## src/rtl/riscv_pkg.sv

```systemverilog
// riscv_pkg: shared definitions for the riscv core front end.
//   XLEN             - architectural register / address width
//   INST_NOP         - canonical NOP (addi x0, x0, 0) shown when no instruction is valid
//   RESET_PC_DEFAULT - default first fetch address after reset
//   if_entry_t       - one fetch buffer entry {pc, inst, filled}
//   align_word()     - forces an address onto a 32-bit word boundary
package riscv_pkg;

  localparam int XLEN = 32;

  localparam logic [XLEN-1:0] INST_NOP         = 32'h0000_0013;
  localparam logic [XLEN-1:0] RESET_PC_DEFAULT = 32'h0000_0000;

  typedef struct packed {
    logic [XLEN-1:0] pc;
    logic [XLEN-1:0] inst;
    logic            filled;
  } if_entry_t;

  function automatic logic [XLEN-1:0] align_word(input logic [XLEN-1:0] addr);
    return {addr[XLEN-1:2], 2'b00};
  endfunction

endpackage

```

## src/rtl/if_entry_buf.sv

```systemverilog
// if_entry_buf: DEPTH-entry circular buffer of fetch slots.
// A slot is allocated (pc written, filled cleared) when a ROM request is
// accepted, filled (inst written, filled set) when its response returns, and
// popped when decode takes it. Three wrap-bit pointers track the slot order:
//   head_ptr <= fill_ptr <= alloc_ptr
// Ports:
//   clk, rst_n      - clock, asynchronous active-low reset
//   i_alloc/i_alloc_pc - allocate the slot at alloc_ptr with this pc
//   i_fill/i_fill_inst - complete the slot at fill_ptr with this instruction
//   i_pop           - release the slot at head_ptr
//   i_flush         - drop every slot; all pointers collapse onto alloc_ptr
//   o_head          - contents of the head slot
//   o_occupancy     - alloc_ptr - head_ptr (slots in use)
//   o_pending       - alloc_ptr - fill_ptr (requests awaiting a response)
module if_entry_buf
  import riscv_pkg::*;
#(
  parameter  int DEPTH = 4,
  localparam int IDX_W = $clog2(DEPTH),
  localparam int PTR_W = IDX_W + 1
) (
  input  logic             clk,
  input  logic             rst_n,
  input  logic             i_alloc,
  input  logic [XLEN-1:0]  i_alloc_pc,
  input  logic             i_fill,
  input  logic [XLEN-1:0]  i_fill_inst,
  input  logic             i_pop,
  input  logic             i_flush,
  output if_entry_t        o_head,
  output logic [PTR_W-1:0] o_occupancy,
  output logic [PTR_W-1:0] o_pending
);

  logic [XLEN-1:0]  r_pc   [DEPTH];
  logic [XLEN-1:0]  r_inst [DEPTH];
  logic [DEPTH-1:0] r_filled;

  logic [PTR_W-1:0] r_alloc_ptr;
  logic [PTR_W-1:0] r_fill_ptr;
  logic [PTR_W-1:0] r_head_ptr;

  logic [IDX_W-1:0] w_alloc_idx;
  logic [IDX_W-1:0] w_fill_idx;
  logic [IDX_W-1:0] w_head_idx;
  logic [DEPTH-1:0] w_filled_nxt;

  assign w_alloc_idx = r_alloc_ptr[IDX_W-1:0];
  assign w_fill_idx  = r_fill_ptr[IDX_W-1:0];
  assign w_head_idx  = r_head_ptr[IDX_W-1:0];

  // The three slots touched in one cycle are always distinct: fill needs
  // fill_ptr != alloc_ptr, pop needs a filled head (head_ptr < fill_ptr), and
  // alloc only happens while the buffer is not full.
  always_comb begin
    w_filled_nxt = r_filled;
    if (i_alloc) w_filled_nxt[w_alloc_idx] = 1'b0;
    if (i_fill)  w_filled_nxt[w_fill_idx]  = 1'b1;
    if (i_pop)   w_filled_nxt[w_head_idx]  = 1'b0;
  end

  always_ff @(posedge clk or negedge rst_n) begin
    if (!rst_n) begin
      r_alloc_ptr <= '0;
      r_fill_ptr  <= '0;
      r_head_ptr  <= '0;
      r_filled    <= '0;
    end else if (i_flush) begin
      // Clear every filled bit so a stale slot can never surface at the new head.
      r_fill_ptr <= r_alloc_ptr;
      r_head_ptr <= r_alloc_ptr;
      r_filled   <= '0;
    end else begin
      if (i_alloc) r_alloc_ptr <= r_alloc_ptr + PTR_W'(1);
      if (i_fill)  r_fill_ptr  <= r_fill_ptr + PTR_W'(1);
      if (i_pop)   r_head_ptr  <= r_head_ptr + PTR_W'(1);
      r_filled <= w_filled_nxt;
    end
  end

  // Payload storage carries no reset; the filled bits qualify it.
  always_ff @(posedge clk) begin
    if (i_alloc && !i_flush) r_pc[w_alloc_idx]  <= i_alloc_pc;
    if (i_fill && !i_flush)  r_inst[w_fill_idx] <= i_fill_inst;
  end

  always_comb begin
    o_head.pc     = r_pc[w_head_idx];
    o_head.inst   = r_inst[w_head_idx];
    o_head.filled = r_filled[w_head_idx];
  end

  assign o_occupancy = r_alloc_ptr - r_head_ptr;
  assign o_pending   = r_alloc_ptr - r_fill_ptr;

endmodule

```

## src/rtl/if_fetch_buf.sv

```systemverilog
// if_fetch_buf: instruction-fetch front end between the instruction ROM and
// the if_id register. Issues pipelined word fetches with a grant handshake,
// tolerates any in-order ROM latency, buffers up to DEPTH instructions and
// hands them to decode over valid/ready. A redirect flushes the buffer and
// counts the requests still in flight so their responses get discarded.
// Ports:
//   clk, rst_n                 - clock, asynchronous active-low reset
//   rom_ce_o, rom_addr_o       - ROM request valid / word address
//   rom_gnt_i                  - ROM accepts the request this cycle
//   rom_rvalid_i, rom_data_i   - in-order ROM response
//   redirect_i, redirect_pc_i  - branch/jump redirect and its target
//   if_valid_o, if_pc_o, if_inst_o - instruction presented to decode
//   id_ready_i                 - decode accepts the presented instruction
module if_fetch_buf
  import riscv_pkg::*;
#(
  parameter logic [31:0] RESET_PC = RESET_PC_DEFAULT,
  parameter int          DEPTH    = 4
) (
  input  logic        clk,
  input  logic        rst_n,
  output logic        rom_ce_o,
  output logic [31:0] rom_addr_o,
  input  logic        rom_gnt_i,
  input  logic        rom_rvalid_i,
  input  logic [31:0] rom_data_i,
  input  logic        redirect_i,
  input  logic [31:0] redirect_pc_i,
  output logic        if_valid_o,
  output logic [31:0] if_pc_o,
  output logic [31:0] if_inst_o,
  input  logic        id_ready_i
);

  localparam int IDX_W = $clog2(DEPTH);
  localparam int PTR_W = IDX_W + 1;
  localparam logic [PTR_W:0] DEPTH_CNT = (PTR_W+1)'(DEPTH);

  logic [XLEN-1:0]  r_fetch_pc;
  logic [PTR_W-1:0] r_drop_cnt;

  if_entry_t        w_head;
  logic [PTR_W-1:0] w_occupancy;
  logic [PTR_W-1:0] w_pending;
  logic [PTR_W:0]   w_committed;
  logic             w_has_credit;
  logic             w_issue;
  logic             w_drop;
  logic             w_fill;
  logic             w_pop;
  logic             w_rsp_used;

  // Slots in use plus responses still owed for discarded requests; the ROM
  // never holds more than DEPTH requests, so this bounds issue.
  assign w_committed  = {1'b0, w_occupancy} + {1'b0, r_drop_cnt};
  assign w_has_credit = (w_committed < DEPTH_CNT);

  // rst_n in the gate keeps the request low while reset is held and lets the
  // first request go out in the very first clock after release.
  assign rom_ce_o   = rst_n && w_has_credit && !redirect_i;
  assign rom_addr_o = r_fetch_pc;

  assign w_issue = rom_ce_o && rom_gnt_i;
  assign w_pop   = if_valid_o && id_ready_i;

  // Stale responses are discarded whenever they arrive, even while issue is
  // blocked, so a fully drained credit window can always recover.
  assign w_drop = rom_rvalid_i && (r_drop_cnt != '0);
  assign w_fill = rom_rvalid_i && (r_drop_cnt == '0) && (w_pending != '0) && !redirect_i;

  // A response this cycle retires one in-flight request (stale or live);
  // a response with nothing outstanding retires nothing.
  assign w_rsp_used = rom_rvalid_i && ((r_drop_cnt != '0) || (w_pending != '0));

  always_ff @(posedge clk or negedge rst_n) begin
    if (!rst_n) begin
      r_fetch_pc <= RESET_PC;
      r_drop_cnt <= '0;
    end else if (redirect_i) begin
      r_fetch_pc <= align_word(redirect_pc_i);
      r_drop_cnt <= r_drop_cnt + w_pending - PTR_W'(w_rsp_used);
    end else begin
      if (w_issue) r_fetch_pc <= r_fetch_pc + 32'd4;
      if (w_drop)  r_drop_cnt <= r_drop_cnt - PTR_W'(1);
    end
  end

  if_entry_buf #(
    .DEPTH (DEPTH)
  ) u_entry_buf (
    .clk         (clk),
    .rst_n       (rst_n),
    .i_alloc     (w_issue),
    .i_alloc_pc  (r_fetch_pc),
    .i_fill      (w_fill),
    .i_fill_inst (rom_data_i),
    .i_pop       (w_pop),
    .i_flush     (redirect_i),
    .o_head      (w_head),
    .o_occupancy (w_occupancy),
    .o_pending   (w_pending)
  );

  assign if_valid_o = w_head.filled;
  assign if_pc_o    = w_head.filled ? w_head.pc   : '0;
  assign if_inst_o  = w_head.filled ? w_head.inst : INST_NOP;

endmodule

```

## config.mk

```make
export PLATFORM = sky130hd
export DESIGN_NAME = if_fetch_buf
export DESIGN_NICKNAME = d
export VERILOG_FILES = /design/src/rtl/riscv_pkg.sv /design/src/rtl/if_entry_buf.sv /design/src/rtl/if_fetch_buf.sv
export SDC_FILE = /design/constraint.sdc
export NUM_CORES = 1
export LEC_CHECK = 0
export BUFFER_PORTS_ARGS = -buffer_cell sky130_fd_sc_hd__buf_2
export CAP_MARGIN = 20
export CORE_ASPECT_RATIO = 0.9
export CORE_MARGIN = 3
export CORE_UTILIZATION = 44
export DETAILED_ROUTE_END_ITERATION = 8
export PLACE_DENSITY = 0.64
export SKIP_CTS_REPAIR_TIMING = 1
export SLEW_MARGIN = 25
export SYNTH_ARGS = -nofsm -noshare
export SYNTH_HDL_FRONTEND = slang
export SYNTH_HIERARCHICAL = 1
export SYNTH_SLANG_ARGS = --single-unit
```

## constraint.sdc

```tcl
create_clock -name clk -period 5.18 [get_ports clk]
set_input_delay 0.259 -clock clk [delete_from_list [all_inputs] [get_ports clk]]
set_output_delay 0.259 -clock clk [all_outputs]
set_load 0.05 [all_outputs]
```

==> results of run 1 <==
## flip-flops by register name (all words and copies together) (netlist names)
register / flops
u_entry_buf/r_inst: 128
u_entry_buf/r_fill_ptr: 3
u_entry_buf/r_alloc_ptr: 3
rom_addr_o: 30
u_entry_buf/r_pc: 128
u_entry_buf/r_filled: 4
r_drop_cnt: 3
u_entry_buf/r_head_ptr: 3
## area by class of cell
cell class,instances,area (um^2)
inverters,22,82.58
well taps,390,488.0
repair buffers,224,1408
clock buffers,49,938.4
multi-input cells,394,3751
clock inverters,11,60.06
flip-flops and latches,302,8846
fillers,2258,12800
diodes,1,2.502
## cell usage in the layout, fill, tap and decap left out, types with 4 or more instances in the layout
| cell | n |
|---|---|
| nand3_1 | 16 |
| a221o_1 | 5 |
| mux2i_1 | 12 |
| clkbuf_16 | 35 |
| nand2b_1 | 5 |
| mux4_2 | 65 |
| buf_4 | 16 |
| o211ai_1 | 7 |
| edfxtp_1 | 256 |
| dfrtp_1 | 44 |
| conb_1 | 10 |
| buf_2 | 163 |
| dlygate4sd3_1 | 42 |
| clkbuf_1 | 13 |
| nand4_2 | 4 |
| nand2_1 | 45 |
| a21bo_2 | 4 |
| xnor2_1 | 13 |
| a221oi_1 | 4 |
| nor2b_1 | 4 |
| o311ai_1 | 5 |
| inv_1 | 21 |
| nor2_1 | 15 |
| nor3_1 | 8 |
| clkinv_2 | 4 |
| clkinv_1 | 4 |
| o21ai_0 | 17 |
| a31oi_1 | 4 |
| and2_1 | 70 |
| nand4_1 | 8 |
| ha_1 | 22 |
## metal layers
metal	global-route usage, %	wire [um]	vias up
met2	28.70	13490	179
met3	2.636	1216	48
met1	24.09	12030	3742
li1	-	-	3366
met4	5.503	766	2
met5	0	7	-
## worst register-to-register path: stages, from the launching register on
cell     delay [ns]
dfrtp_4        0.69
ha_1           0.29
fa_1           0.37
xnor2_1        0.18
xnor2_1        0.15
ha_1           0.25
nor2b_1        0.18
nand4_2        0.16
inv_2          0.15
nor2b_1        0.28
and2_2         0.49
buf_12         0.23
## report_power, final
group          internal [mW]  leakage [nW]  switching [mW]
Combinational          0.836          2.49           0.970
Sequential              2.81          2.87           0.272
Clock                   1.26         0.485           0.896
Total                   4.91          5.85            2.14
## through the flow
stage          std cells  util, %
2_1_floorplan        754        -
3_3_place_gp        1290    49.87
3_5_place_dp        1290    49.87
4_1_cts             1350    53.39
5_1_grt             1393    54.89
6_report            1393    54.89
## worst paths after layout
check                                          start                   endpoint  slack [ns]  cells after the start
max                        u_entry_buf/r_head_ptr[0]    u_entry_buf/r_pc[1][19]        1.46                     11
min                                            rst_n             rom_addr_o[19]      -0.008                      2
max reg2reg                u_entry_buf/r_head_ptr[0]    u_entry_buf/r_pc[1][19]        1.46                     11
min reg2reg                            r_drop_cnt[2]              r_drop_cnt[2]        0.51                      1
max in group asynchronous                      rst_n  u_entry_buf/r_head_ptr[0]        4.67                      2
min in group clk                   redirect_pc_i[18]             rom_addr_o[18]       -0.01                      3
## cell families (layout without fill, tap and decap cells)
group	after synthesis	after routing
AND/OR/NAND/NOR	198	198
flip-flops	302	302
AO/OA/AOI/OAI	66	66
buffers and inverters	58	306
multiplexers	79	79
XOR/XNOR	16	16
other	1	11
adder cells (fa/ha/maj)	25	25
==> metrics.txt, run 1 <==
Worst-path clk slew=0.06 ns; post-synthesis mux area share=12.49%; CP delay by family, top=simple AND/OR/NAND/NOR gates; fin nets=1073; post-synthesis compound-gate area fraction=3.744%; Peak supply drop=0.0002111 V; Design Area, Final=15580 um^2; critical path class=flip-flop to flip-flop; CP Capture Type=flip-flop; gr usage total=17.44%; pre-CTS WS=1.421 ns; normalized max-slew margin=42.33%; most frequent cell after synthesis=edfxtp_1; Cell variety after synth=60; yosys warns=6; hold_ws=-0.008195 ns; Skew-Pair Late Insertion Delay=0.50 ns; Worst EP required=5.39 ns; Final Max Slew Viols=0; Initial DRC Count=416; detailed-route wire length=27.52 mm; cell taking the most area after synthesis=edfxtp_1; CTS tree=done; status=complete, but fails checks; cts bufs inserted=34; die footprint=31330 um^2; ys async rst share=15.23%; total iterations of the first detailed-routing run=5; Final Skew=0.01848 ns; layout cells sized above 1=31.14%; Worst-Margin Slew=0.8651 ns; post-synth top area share=59.75%; area grow syn2layout=21.08%; Power Density=452.7 nW/um^2; post-synthesis xor/xnor area fraction=1.089%; Max Freq=268.6 MHz; IO Port Bufs=163; RSZ-0062 raised after global routing=no; flops & latches, synth=302; Worst Setup Start Kind=flip-flop; largest net degree at the start of global routing=61; crit path max fanout=25; Mapped Avg Cell Area=17.27 um^2; Syn Inst Count=745; Leak Pwr=5.847 nW; placed wire-length estimate=16.90 mm; post-route ant nets=0; synth cell count leaders=256 x edfxtp_1, 71 x and2_1, 65 x mux4_2; Sink Count=302; critical path arrival=3.93 ns; Area contributors post-synth=edfxtp_1 60%, mux4_2 11%, dfrtp_1 8.9%; largest family of logic cells by synthesized area=multiplexers; CTS HTree Levels=2; Vias=7337; max-cap viol count=0; Routed WL per cell=19.75 um; area of placed instances=14150 um^2; Ports=168; post-synthesis simple-gate area fraction=8.870%; CP max stage cell=dfrtp_4; drt drc=0; vias in the first global route=7361; fin worst setup slack=1.457 ns; Final Critical Period=3.723 ns; core region area=28370 um^2; failing checks=hold timing; Top FF cell, synth=edfxtp_1; FP Rows=58; initial cell density of the core=45.34%; Die H=168.2 um; die width=186.2 um; Max Root-Sink Buffers=3; endpoints failing setup=0; Post-Synth Adder-Cell Area=2.606%; GP Congestion=0.8007; worst path cell trace=ha_1 -> fa_1 -> xnor2_1 -> xnor2_1 -> ha_1 -> nor2b_1 -> nand4_2 -> inv_2 -> nor2b_1 -> and2_2 -> buf_12; first-pass GRT wire length=42.32 mm; Via density=5.267; final hold vios=10; HP Class=input pin to async pin; Max stage delay on crit path=0.69 ns; antenna violations before repair=3; total power=7.051 mW; synthesized area=12860 um^2; Buf+Inv Stages, Crit Path=2; Post-synth EDFFs=256; register area share after synthesis=68.70%; Root Buffer=clkbuf_16; GRT overflow=0; Final period util=71.87%; Setup Total Neg Slack=0 ns
No activity file was read; power rests on OpenSTA's default activity.
==> run 2, diff against run 1 <==
==> constraint.sdc (replaced) <==
create_clock -name clk -period 3.87 [get_ports clk]
set_input_delay 0.1935 -clock clk [delete_from_list [all_inputs] [get_ports clk]]
set_output_delay 0.1935 -clock clk [all_outputs]
set_load 0.05 [all_outputs]
==> run 2 against run 1 <==
The run still ends with hold timing left. Critical path depth up 4. Combinational power up 42%. Sequential cell count unchanged. Global-route usage up 0.25 points. Clock power up 50%. Wire length up 2.2%. Cell count up 1.7%. Hold slack better by 0.0069 ns. Critical endpoint is now r_drop_cnt[2]. Critical path type unchanged. Non-clock buffer count up 21. First-iteration DRC count up 42%.
==> metrics.txt, run 2 (synthesis results as in run 1) <==
antenna violations before repair=2; first-pass GRT wire length=42.95 mm; HP Class=input pin to flip-flop; failing checks=hold timing; Comb pwr share=26.2%; Setup Total Neg Slack=0 ns; NetSw=2.889 mW; die footprint=31330 um^2; Final Skew=0.01916 ns; CP max stage cell=fa_1; total iterations of the first detailed-routing run=5; Peak supply drop=0.0003254 V; core region area=28370 um^2; max-cap viol count=0; FP Rows=58; crit path max fanout=7; largest net degree at the start of global routing=70; total power=9.809 mW; critical path arrival=3.83 ns; Final Critical Period=3.450 ns; Buf+Inv Stages, Crit Path=2; Max Freq=289.9 MHz; hold_ws=-0.001290 ns; Final period util=89.14%; CP Capture Type=flip-flop; Critical R2R Launch=u_entry_buf/r_alloc_ptr[0]; detailed-route wire length=28.12 mm; Power Internal=6.920 mW; Worst Setup Start Kind=flip-flop; GP Congestion=0.8090; final hold vios=1; Worst-Margin Slew=0.9034 ns; Sink Count=302; CP delay by family, top=adder cells; Max stage delay on crit path=0.39 ns; post-route ant nets=0; fin nets=1094; Max Root-Sink Buffers=3; Die H=168.2 um; drt drc=0; area grow syn2layout=23.78%; vias in the first global route=7446; Vias=7414; GRT overflow=0; Hold Path Sink=rom_addr_o[15]; Final Max Slew Viols=0; part of the power in registers=40.8%; Min-Delay Startpoint=redirect_pc_i[15]; gr usage total=17.68%; Worst-path clk slew=0.06 ns; initial cell density of the core=45.34%; commonest non-fill, non-tap cell in the layout=edfxtp_1; placed wire-length estimate=17.39 mm; CTS tree=done; CTS HTree Levels=2; layout cells sized above 1=31.12%; cts bufs inserted=34; die width=186.2 um; worst r2r path cells=15; most frequent cells in the layout=256 x edfxtp_1, 163 x buf_2, 71 x and2_1; IO Port Bufs=163; Worst EP required=4.25 ns; Routed WL per cell=19.85 um; Ports=168; status=complete, but fails checks; critical path class=flip-flop to flip-flop; Switching Share=29.45%; RSZ-0062 raised after global routing=no; Power Density=616.0 nW/um^2; Clk pwr share=33.1%; endpoints failing setup=0; Leak Pwr=6.001 nW; normalized max-slew margin=39.77%; Via density=5.232; fill cell count=2227; most used cell, CP=xnor2_1; Initial DRC Count=591; Worst Hold Path Cells=3; flop2flop setup slack=0.42 ns; Skew-Pair Late Insertion Delay=0.51 ns; Root Buffer=clkbuf_16; worst path cell trace=inv_1 -> ha_1 -> fa_1 -> xnor2_1 -> xnor2_1 -> o31ai_1 -> nand2_1 -> ha_1 -> inv_1 -> ha_1 -> fa_1 -> xnor2_1 -> xnor2_1 -> a21oi_1 -> xnor2_1; Reg2Reg Capture Point=r_drop_cnt[2]
[run 2: cell types whose count changed in the layout (fill, tap and decap cells not counted), moves of 2 or more]
cell,previous run,this run
dlygate4sd3_1,42,61
bufinv_16,0,5
clkbuf_1,13,11
buf_4,16,18
[run 2: worst reg2reg max path, stage by stage (launching register included)]
cell and delay (ns):
dfrtp_1 0.38, inv_1 0.17, ha_1 0.25, fa_1 0.37, xnor2_1 0.20, xnor2_1 0.13, o31ai_1 0.29, nand2_1 0.10
ha_1 0.27, inv_1 0.04, ha_1 0.18, fa_1 0.39, xnor2_1 0.18, xnor2_1 0.13, a21oi_1 0.10, xnor2_1 0.15
[run 2: power groups by stage]
stage / combinational [mW] / sequential, mW / clock, mW
2_1_floorplan: 1.93 / 4.17 / 0
3_3_place_gp: 2.54 / 4.06 / 0
3_5_place_dp: 2.57 / 4.06 / 0
4_1_cts: 2.58 / 4.00 / 3.31
5_1_grt: 2.84 / 4.03 / 3.45
6_report: 2.57 / 4.00 / 3.24
[run 2: cell type report]
cell class | count | area, um^2 | share of cell area, %
clock buffers | 47 | 919.6 | 5.775
well taps | 390 | 488.0 | 3.064
repair buffers | 245 | 1613 | 10.13
multi-input cells | 394 | 3752 | 23.56
clock inverters | 15 | 217.7 | 1.367
inverters | 22 | 82.58 | 0.5186
flip-flops and latches | 302 | 8846 | 55.55
diodes | 2 | 5.005 | 0.03143
[run 2: per-layer routing]
| metal | global-route usage [%] | routed length, um | vias to the layer above |
|---|---|---|---|
| met3 | 3.456 | 1273 | 38 |
| li1 | - | - | 3414 |
| met2 | 29.32 | 14190 | 166 |
| met5 | 0 | 17 | - |
| met1 | 24.24 | 12140 | 3792 |
| met4 | 4.370 | 498 | 4 |
[run 2: worst max-delay path by stage]
stage | start | to | slack (ns) | cells after the start
finish | u_entry_buf/r_alloc_ptr[0] | r_drop_cnt[2] | 0.42 | 15
global route | u_entry_buf/r_alloc_ptr[0] | r_drop_cnt[2] | 0.16 | 15
CTS | u_entry_buf/r_head_ptr[1] | if_pc_o[17] | 0.32 | 5
detailed placement | u_entry_buf/r_alloc_ptr[0] | r_drop_cnt[2] | 0.46 | 15
global placement | u_entry_buf/r_alloc_ptr[0] | r_drop_cnt[2] | 0.53 | 15
floorplan | u_entry_buf/r_alloc_ptr[0] | u_entry_buf/r_pc[0][0] | 0.05 | 12
[run 2: per-stage QoR]
step / utilization (%) / area [um^2] / hold WS, ns / instances / setup WS [ns]
4_1_cts: 53.94 / 15300 / -0.1554 / 1354 / 0.3184
2_1_floorplan: - / 12900 / -0.1021 / 754 / 0.04836
3_5_place_dp: 49.93 / 14170 / 0.3937 / 1292 / 0.4608
3_3_place_gp: 49.92 / 14160 / 0.3948 / 1292 / 0.5275
5_1_grt: 56.10 / 15920 / 0.01867 / 1415 / 0.1581
6_report: 56.12 / 15920 / -0.001290 / 1417 / 0.4204
==> run 3, diff against run 2 <==
--- a/config.mk
+++ b/config.mk
@@ -11,6 +11,7 @@
 export CORE_MARGIN = 3
 export CORE_UTILIZATION = 44
 export DETAILED_ROUTE_END_ITERATION = 8
+export MAX_ROUTING_LAYER = met4
 export PLACE_DENSITY = 0.64
 export SKIP_CTS_REPAIR_TIMING = 1
 export SLEW_MARGIN = 25
==> run 3 against run 2 <==
The flow still finishes with violations (hold timing). Fmax up 0.57%. Clock-buffer cell count unchanged. Clock power about the same. Hold slack worse by 0.0036 ns. Die area unchanged. Clock skew up 0.0011 ns.
==> metrics.txt, run 3 (synthesis results as in run 1) <==
status=complete, but fails checks; failing checks=hold timing; vias in the first global route=7469; Sink Count=302; Max Freq=291.5 MHz; largest net degree at the start of global routing=70; Ports=168; cts bufs inserted=34; Switching Share=29.43%; Peak supply drop=0.0003245 V; gr usage total=18.21%; Power Internal=6.920 mW; first-pass GRT wire length=42.90 mm; Worst Setup Start Kind=flip-flop; detailed-route wire length=28.10 mm; placed wire-length estimate=17.39 mm; area of placed instances=14170 um^2; Via density=5.231; flop2flop setup slack=0.44 ns; post-route ant nets=0; worst r2r path cells=15; most frequent cells in the layout=256 x edfxtp_1, 163 x buf_2, 71 x and2_1; placed cell count=1292; Vias=7417; layout cells sized above 1=31.12%; fill cell count=2225; initial cell density of the core=45.34%; Skew-Pair Late Insertion Delay=0.51 ns; Finished Layout Cells=1418; Initial DRC Count=508; total power=9.806 mW; final hold vios=1; FP Rows=58; crit path from=u_entry_buf/r_alloc_ptr[0]; total iterations of the first detailed-routing run=5; Final Max Slew Viols=0; max-cap viol count=0; Die H=168.2 um; Root Buffer=clkbuf_16; Worst-Margin Slew=0.9080 ns; drt drc=0; Design Area, Final=15930 um^2; Leak Pwr=6.001 nW; IO Port Bufs=163; Worst Setup EP=r_drop_cnt[2]; GP Congestion=0.8209; Final Skew=0.02027 ns; Final Critical Period=3.430 ns; die width=186.2 um; Critical R2R Launch=u_entry_buf/r_alloc_ptr[0]; GRT overflow=0; Clk pwr share=33.0%; critical path class=flip-flop to flip-flop; normalized max-slew margin=39.47%; core region area=28370 um^2; CTS tree=done; final core occ=56.13%; Final period util=88.63%; Comb pwr share=26.2%; area grow syn2layout=23.80%; part of the power in registers=40.8%; NetSw=2.886 mW; Routed WL per cell=19.81 um; HP Class=input pin to flip-flop; commonest non-fill, non-tap cell in the layout=edfxtp_1; Worst EP required=4.25 ns; CTS HTree Levels=2; critical path arrival=3.81 ns; fin nets=1094; CP Capture Type=flip-flop; Setup Total Neg Slack=0 ns; endpoints failing setup=0; antenna violations before repair=2; Reg2Reg Capture Point=r_drop_cnt[2]; hold_ws=-0.004929 ns; fin worst setup slack=0.4399 ns; die footprint=31330 um^2; crit path max fanout=7; Worst-path clk slew=0.06 ns; Max Root-Sink Buffers=3; Power Density=615.7 nW/um^2; pre-CTS WS=0.4608 ns; RSZ-0062 raised after global routing=no
run 3: cell count changes in the layout (fill, tap and decap cells not counted):
cell,previous run,this run
diode_2,2,3
run 3: power by group through the flow:
stage | Clock, mW | Combinational (mW) | Sequential, mW
after floorplan | 0 | 1.93 | 4.17
after global routing | 3.45 | 2.84 | 4.03
after CTS | 3.31 | 2.58 | 4.00
after detailed placement | 0 | 2.57 | 4.06
after global placement | 0 | 2.54 | 4.06
final | 3.24 | 2.57 | 4.00
run 3: area by class of cell:
cell class | instances | area [um^2] | share of cell area, %
diodes | 3 | 7.507 | 0.04714
clock buffers | 47 | 919.6 | 5.774
clock inverters | 15 | 217.7 | 1.367
inverters | 22 | 82.58 | 0.5185
multi-input cells | 394 | 3752 | 23.56
flip-flops and latches | 302 | 8846 | 55.54
well taps | 390 | 488.0 | 3.064
repair buffers | 245 | 1613 | 10.13
run 3: per-layer routing:
| layer | global-route usage [%] | up-vias | wire length (um) |
|---|---|---|---|
| met3 | 3.392 | 33 | 1305 |
| met1 | 24.21 | 3797 | 12130 |
| li1 | - | 3421 | - |
| met5 | - | - | 0 |
| met2 | 29.38 | 166 | 14190 |
| met4 | 4.370 | 0 | 476 |
run 3: critical path: stages (launching register included):
cell and delay [ns]:
dfrtp_1 0.38, inv_1 0.16, ha_1 0.25, fa_1 0.37
xnor2_1 0.20, xnor2_1 0.13, o31ai_1 0.28, nand2_1 0.10
ha_1 0.27, inv_1 0.04, ha_1 0.18, fa_1 0.39
xnor2_1 0.18, xnor2_1 0.13, a21oi_1 0.10, xnor2_1 0.15
run 3: worst min-delay path by stage:
stage	from	endpoint	slack [ns]	cells after the start
after floorplan	rst_n	r_drop_cnt[0]	-0.10	0
after global placement	rst_n	u_entry_buf/r_alloc_ptr[2]	0.39	2
after detailed placement	rst_n	u_entry_buf/r_alloc_ptr[2]	0.39	2
after CTS	rst_n	u_entry_buf/r_alloc_ptr[2]	-0.16	2
after global routing	redirect_pc_i[22]	rom_addr_o[22]	0.02	3
final	redirect_pc_i[15]	rom_addr_o[15]	-0.005	3
